$ cat src/rtl/instruction_fetch_stage_pkg.sv
// Shared fetch-stage types: opcode constants, fetch buffer entry and IF/ID bus layout.
package instruction_fetch_stage_pkg;
  localparam logic [31:0] NOP_INST = 32'h0000_0013;
  localparam int FETCH_DEPTH = 2;

  typedef struct packed {
    logic [31:0] pc;
    logic [31:0] instr;
  } fetch_entry_t;

  typedef struct packed {
    logic        valid;
    logic [31:0] pc;
    logic [31:0] instruction;
  } if_id_bus_t;
endpackage

$ cat src/rtl/instruction_fetch_stage_fifo.sv
// Two-entry synchronous FIFO of {pc, instr} with flush; head is always entry0.
module fetch_fifo
  import instruction_fetch_stage_pkg::*;
(
  input  logic        clock,
  input  logic        reset,
  input  logic        push,
  input  logic [63:0] push_data,
  input  logic        pop,
  input  logic        flush,
  output logic [1:0]  count,
  output logic [63:0] head
);
  fetch_entry_t entry0;
  fetch_entry_t entry1;
  logic         do_pop;
  logic         do_push;

  assign do_pop  = pop && (count != 2'd0);
  // A push into a full FIFO is only accepted when the head leaves in the same cycle.
  assign do_push = push && ((count != 2'(FETCH_DEPTH)) || do_pop);
  assign head    = entry0;

  always_ff @(posedge clock or posedge reset) begin
    if (reset) begin
      count  <= 2'd0;
      entry0 <= '0;
      entry1 <= '0;
    end else if (flush) begin
      count <= 2'd0;
    end else begin
      if (do_pop) begin
        entry0 <= (do_push && count == 2'd1) ? push_data : entry1;
        if (do_push && count == 2'd2) entry1 <= push_data;
      end else if (do_push) begin
        if (count == 2'd0) entry0 <= push_data;
        else entry1 <= push_data;
      end
      count <= count + {1'b0, do_push} - {1'b0, do_pop};
    end
  end
endmodule

$ cat src/rtl/instruction_fetch_stage.sv
// Fetch stage: owns the PC, issues word reads over valid/ready, buffers returns for IF/ID.
module instruction_fetch_stage
  import instruction_fetch_stage_pkg::*;
#(
  parameter logic [31:0] RESET_PC = 32'h0000_0000,
  parameter int          DEPTH    = 2
) (
  input  logic        clock,
  input  logic        reset,
  input  logic        stall,
  input  logic        takebranch,
  input  logic [31:0] branch_target,
  output logic        imem_req_valid,
  input  logic        imem_req_ready,
  output logic [31:0] imem_req_addr,
  input  logic        imem_resp_valid,
  input  logic [31:0] imem_resp_data,
  output logic [31:0] fetch_instruction,
  output logic [31:0] fetch_pc,
  output logic        fetch_valid
);
  logic [31:0]  pc;
  logic [1:0]   inflight;
  logic [1:0]   discard;
  logic [1:0]   count;
  logic [1:0]   pend_count;
  logic [63:0]  head_raw;
  logic [63:0]  pend_raw;
  fetch_entry_t head;
  fetch_entry_t pend_head;
  if_id_bus_t   if_id;
  logic [2:0]   occupancy;
  logic         redirect;
  logic         req_fire;
  logic         resp_take;
  logic         resp_keep;
  logic         consume;
  logic         unused_bits;

  assign redirect  = takebranch && !stall;
  // Credit uses registered occupancy only; a same-cycle pop does not free a slot.
  assign occupancy = {1'b0, inflight} + {1'b0, count};
  assign imem_req_valid = !reset && (occupancy < 3'(DEPTH)) && !redirect;
  assign imem_req_addr  = pc;
  assign req_fire  = imem_req_valid && imem_req_ready;
  assign resp_take = imem_resp_valid && (inflight != 2'd0);
  assign resp_keep = resp_take && (discard == 2'd0) && !redirect;
  assign consume   = !stall && !takebranch && (count != 2'd0);
  assign head      = fetch_entry_t'(head_raw);
  assign pend_head = fetch_entry_t'(pend_raw);
  assign unused_bits = ^{pend_raw[31:0], pend_count, branch_target[1:0]};

  always_ff @(posedge clock or posedge reset) begin
    if (reset) begin
      pc       <= RESET_PC;
      inflight <= 2'd0;
      discard  <= 2'd0;
    end else if (redirect) begin
      pc       <= {branch_target[31:2], 2'b00};
      inflight <= inflight - {1'b0, resp_take};
      discard  <= inflight - {1'b0, resp_take};
    end else begin
      if (req_fire) pc <= pc + 32'd4;
      inflight <= inflight + {1'b0, req_fire} - {1'b0, resp_take};
      if (resp_take && discard != 2'd0) discard <= discard - 2'd1;
    end
  end

  fetch_fifo u_entries (
    .clock     (clock),
    .reset     (reset),
    .push      (resp_keep),
    .push_data ({pend_head.pc, imem_resp_data}),
    .pop       (consume),
    .flush     (redirect),
    .count     (count),
    .head      (head_raw)
  );

  // Request PCs waiting for their data; the instr field is unused here.
  fetch_fifo u_pending (
    .clock     (clock),
    .reset     (reset),
    .push      (req_fire),
    .push_data ({pc, 32'h0}),
    .pop       (resp_keep),
    .flush     (redirect),
    .count     (pend_count),
    .head      (pend_raw)
  );

  assign if_id.valid       = (count != 2'd0);
  assign if_id.instruction = if_id.valid ? head.instr : NOP_INST;
  assign if_id.pc          = if_id.valid ? head.pc : 32'h0;
  assign fetch_valid       = if_id.valid;
  assign fetch_instruction = if_id.instruction;
  assign fetch_pc          = if_id.pc;

  assert property (@(posedge clock) disable iff (reset) imem_resp_valid |-> inflight != 2'd0);
endmodule
$ cat config.mk
export PLATFORM = sky130hd
export DESIGN_NAME = instruction_fetch_stage
export DESIGN_NICKNAME = d
export VERILOG_FILES = /design/src/rtl/instruction_fetch_stage_pkg.sv /design/src/rtl/instruction_fetch_stage_fifo.sv /design/src/rtl/instruction_fetch_stage.sv
export SDC_FILE = /design/constraint.sdc
export NUM_CORES = 1
export LEC_CHECK = 0
export CAP_MARGIN = 40
export CORE_MARGIN = 5
export CORE_UTILIZATION = 49
export CTS_CLUSTER_DIAMETER = 80
export DETAILED_ROUTE_END_ITERATION = 12
export PLACE_DENSITY = 0.74
export SETUP_SLACK_MARGIN = 0.1
export SLEW_MARGIN = 20
export SYNTH_ARGS = -nofsm -noshare
export SYNTH_HDL_FRONTEND = slang
export SYNTH_SLANG_ARGS = --single-unit
$ cat constraint.sdc
create_clock -name clock -period 8.8 [get_ports clock]
set_clock_uncertainty 0.15 [all_clocks]
set_input_delay 1.76 -clock clock [delete_from_list [all_inputs] [get_ports clock]]
set_output_delay 1.76 -clock clock [all_outputs]
set_load 0.05 [all_outputs]
# Word-level counts from Yosys, hierarchy flattened
# Index checks and enable logic that the tools add are counted.
# totals
regBits,264
input_bits,70
wordCells,100
# op_classes
addsub,10
magnitude_cmp,1
n_eq_ne,10
muxes,25
bitwise,1
n_reduce_logical,41
# ops
operator,n
$mux 64,16
$mux 32,4
$add 32x3->32 const B,1
$reduce_bool 2->1,10
$logic_and 1x1->1,18
$mux 2,5
$ne 2x2->1 const B,4
$reduce_and 4->1,2
$sub 2x1->2,4
$add 2x1->2,3
$logic_not 2->1,3
$reduce_and 3->1,2
$eq 2x1->1 const B,2
$eq 2x2->1 const B,2
$logic_not 1->1,4
$ne 2x1->1 const B,2
$add 2x2->3,1
$lt 3x2->1 const B,1
$logic_or 1x1->1,2
$sub 2x1->2 const B,1
$not 1->1,1

# Logic depth before layout (Yosys ltp)
# logic_depth
ltp_word,10
ltp_mapped,13
mapped_depth_nobuf,12

# Hierarchy
# From an unflattened synthesis, not the netlist that was laid out.
# hier_totals
cells_unflattened,1199
area_unflattened_um2,13580.5
# by_module_without_submodules
mod,n_inst,cells_each,area_per_inst_um2,seq_area_each_um2
fetch_fifo,2,434,5491.5,3253.1
instruction_fetch_stage,1,331,2597.5,850.8

# Worst setup path before layout
# No wires, ideal clock.
# synth_timing
path_kind,input to output
from,input takebranch
to,output imem_req_valid
t_arrival_ns,4.089
path_slack_ns,2.801
stages,6
cell_sequence,nor2b_1 > clkbuf_1 > clkbuf_1 > buf_1 > clkbuf_1 > nor4_1
# synth_via
elab_chain_cells,3
# synth_lines
item,line_no,text
from (decl),instruction_fetch_stage.sv:11,"input logic takebranch,"
$logic_and 1x1->1,instruction_fetch_stage.sv:40,assign redirect = takebranch && !stall;
$logic_not 1->1,instruction_fetch_stage.sv:43,assign imem_req_valid = !reset && (occupancy < 3'(DEPTH)) && !redirect;
$logic_and 1x1->1,instruction_fetch_stage.sv:43,
to (decl),instruction_fetch_stage.sv:13,"output logic imem_req_valid,"
# No other way between the ends.

# Worst setup path after layout
# Same ends and word-level chain as after synthesis.

==> results.py <==
metrics = {
    "critical_path": {
        "crit_fanout": 43,
        "cp-startpoint": "takebranch",
        "r2r_cells": 8,
        "r2r_end": "u_pending.head[35]",
        "setup.worst_path.start_class": "input pin",
        "crit_end": "imem_req_valid",
        "path_depth": 5,
        "path_buf_inv": 3,
        "r2r-start": "u_entries.count[0]",
        "critical_path_class": "input pin to output port",
        "slowest_stage": "clkdlybuf4s50_1",
        "rrSetupSlack_ns": 5.10,
        "path_cells": "clkdlybuf4s50_1, nor2b_2, buf_4, nor4_1, clkdlybuf4s50_1",
        "setup.worst_path.end_class": "output port",
        "crit_top_cell": "clkdlybuf4s50_1",
        "cp_top_family": "buffers and inverters",
        "cpPeakStageDelay_ns": 0.85,
        "cp.arrival_ns": 3.89,
        "required_ns": 6.89,
    },
    "floorplan": {
        "dieArea_sq_um": 25330,
        "dieHeight_um": 159.2,
        "core_area_sq_um": 21890,
        "rows": 54,
        "ios": 168,
        "die_x_um": 159.2,
        "start_util_pct": 49.80,
    },
    "synth": {
        "synth_edf_count": 0,
        "synth.avg_cell_area_sq_um": 11.42,
        "synth_area_leaders": "dfrtp_1, mux2_2, and2_1, a31oi_1, o21ai_0",
        "synth_xor_area_share_pct": 1.125,
        "netlist_area_sq_um": 10900,
        "synth.mux.area_fraction_pct": 22.31,
        "synthFlopType": "dfrtp_1",
        "synth-seq-cells": 222,
        "ys_async_sr_fraction_pct": 100.0,
        "yosysTopAreaCellShare_pct": 50.96,
        "synth_top_family_by_area": "multiplexers",
        "yosysUniqueCellTypes": 47,
        "yosysTopAreaCell": "dfrtp_1",
        "ys_warn_count": 0,
        "synth_compound_area_share_pct": 7.173,
        "yosys.area_share.adder_pct": 1.217,
        "seq_area_frac_synth_pct": 50.96,
        "synth_simple_gate_area_share_pct": 13.90,
        "syn_inst": 955,
    },
    "timing": {
        "drv_slew": 0,
        "slew_headroom_pct": 45.44,
        "tightest_slew_ns": 0.8184,
        "hold_viol_final": 0,
        "whs_ns": 0.3301,
        "period_needed_ns": 5.795,
        "fmax_mhz": 172.6,
        "rsz0062_at_grt": "false",
        "fin_setup_tns_ns": 0,
        "finalCritPeriodShare_pct": 65.86,
        "setup_viol": 0,
    },
    "placement": {
        "dp_cells": 1345,
        "hpwl_um": 17220,
        "place_congestion": 0.8425,
        "place_area_sq_um": 12850,
        "io_buffers": 161,
    },
    "power": {
        "leakage_nw": 5.548,
        "powerDensity_nw_per_um2": 377.4,
        "ir_drop_uv": 180.9,
    },
    "clocking": {
        "cts_setup_buffers": 0,
        "cts_tree": "done",
        "worstSkewPairLatency_ns": 0.50,
        "cts_buffers": 24,
        "cts_resized": 0,
        "cts.clk_slew.worst_paths_ns": 0.06,
        "clkSinkCount": 222,
        "cts.path.max_buffers": 3,
        "cts_root_buf": "clkbuf_16",
        "hold_buffers": 0,
        "htreeDepth": 1,
    },
    "routing": {
        "routed_wl_um": 26130,
        "ant_nets": 0,
        "dr.pass1.iters": 4,
        "drt_iter0_drc": 449,
        "viasPerCell": 5.813,
        "vias": 8062,
        "wl_per_cell_um": 18.84,
        "drc": 0,
    },
    "finish": {
        "final.fill_count": 1730,
        "post-route-util_pct": 62.63,
        "final_area_sq_um": 13710,
        "stdcell_count": 1387,
        "drive_gt1_share_pct": 24.93,
        "synthToLayoutAreaGrowth_pct": 25.75,
        "nNetsFinal": 1172,
        "n_antenna_cell": 0,
    },
    "global_routing": {
        "grt_max_degree": 106,
        "overflow": 0,
        "antenna_found_initial": 0,
        "gr-usage-all-layers_pct": 20.15,
        "grt_pass1_vias": 8340,
        "grt_pass1_wl_um": 43510,
    },
    "min_path": {
        "hold_path.class": "flip-flop to flip-flop",
    },
    "outcome": {
        "status": "finished clean",
    },
    "flow_run": {
        "maxCapViolCount": 0,
    },
}
## placed cells by master (no fill, tap or decap), types with 3 or more instances in the layout
master / count
xnor2_1: 10
buf_16: 5
nor2_1: 28
clkinv_2: 5
clkbuf_16: 25
or4_1: 13
o21ai_0: 49
and2_1: 63
bufinv_16: 3
or3_1: 9
nand3_1: 46
and3_1: 6
o31ai_1: 11
clkdlybuf4s50_1: 161
clkbuf_8: 6
nor2b_1: 4
buf_4: 13
a31oi_1: 48
mux2_1: 14
nand2_1: 32
inv_1: 13
dfrtp_1: 222
conb_1: 4
nand4_1: 10
nor3_1: 37
ha_1: 9
nor4_1: 11
mux2_2: 202
xor2_1: 4
o41ai_1: 3
a21oi_1: 7
nand2b_1: 3
## area by class of cell
type	instances	area, sq um	share of cell area [%]
timing repair buffer	181	1877	13.69
tap	280	350.3	2.555
multi-input combinational	649	5036	36.73
sequential	222	5555	40.52
inverter	14	60.06	0.4381
clock inverter	8	115.1	0.8396
clock buffer	33	715.7	5.220
## stage by stage
step | power, mW | setup WS, ns
after floorplan | 3.399 | 0.8122
after global placement | 4.049 | 3.003
after detailed placement | 4.152 | 3.036
after CTS | 5.213 | 3.005
after global routing | 5.469 | 2.887
final | 5.175 | 3.005
## sequential cells by signal, indices dropped and copies added (netlist names)
| register | flops |
|---|---|
| discard | 2 |
| imem_req_addr | 30 |
| inflight | 2 |
| u_entries.count | 2 |
| u_entries.entry1 | 62 |
| u_entries.head | 62 |
| u_pending.count | 2 |
| u_pending.entry1 | 30 |
| u_pending.head | 30 |
## worst min-delay path by stage
stage | start | endpoint | slack (ns) | cells past startpoint
floorplan | u_entries.head[38] | u_entries.head[38] | 0.30 | 1
global placement | u_entries.head[49] | u_entries.head[49] | 0.31 | 1
detailed placement | u_entries.head[39] | u_entries.head[39] | 0.32 | 1
CTS | u_entries.head[39] | u_entries.head[39] | 0.34 | 1
global route | u_entries.head[47] | u_entries.head[47] | 0.35 | 1
finish | u_entries.head[39] | u_entries.head[39] | 0.33 | 1
## layer usage
metal,GRT usage [%],part of all wire [%],vias up
li1,-,-,3742
met1,28.50,46,4046
met2,32.94,47,248
met3,3.572,5.9,26
met4,4.149,1.3,0
met5,0,0,-
## power by group
group	internal, mW	switching (mW)
logic	1.01	1.38
clock network	0.652	0.390
registers	1.47	0.280
total	3.13	2.05
## synth_stat cells (2+ instances only)
cell / n
nor2b_1: 5
a21oi_1: 8
a31oi_1: 48
o31ai_1: 11
and3_1: 6
nor2_1: 28
o21ai_0: 49
nor4_1: 12
a21o_1: 2
o41ai_1: 3
inv_1: 14
nand3_1: 46
nand4_1: 10
nand2_1: 33
or2_2: 2
xnor2_1: 10
mux2_1: 14
and2_1: 63
dfrtp_1: 222
mux2_2: 202
xor2_1: 4
nand2b_1: 4
nor3_1: 38
clkbuf_1: 58
a221oi_1: 2
or4_1: 13
or3_1: 9
buf_4: 4
buf_2: 7
ha_1: 9
buf_1: 3
## logic make-up after synthesis
kind of cell / after synthesis
compound gates: 129
xor+xnor: 14
fa+ha+maj: 10
buf+inv: 87
flops: 222
mux: 216
other cells: 1
simple gates: 276
Note: power is estimated with default switching activity, not from simulation.
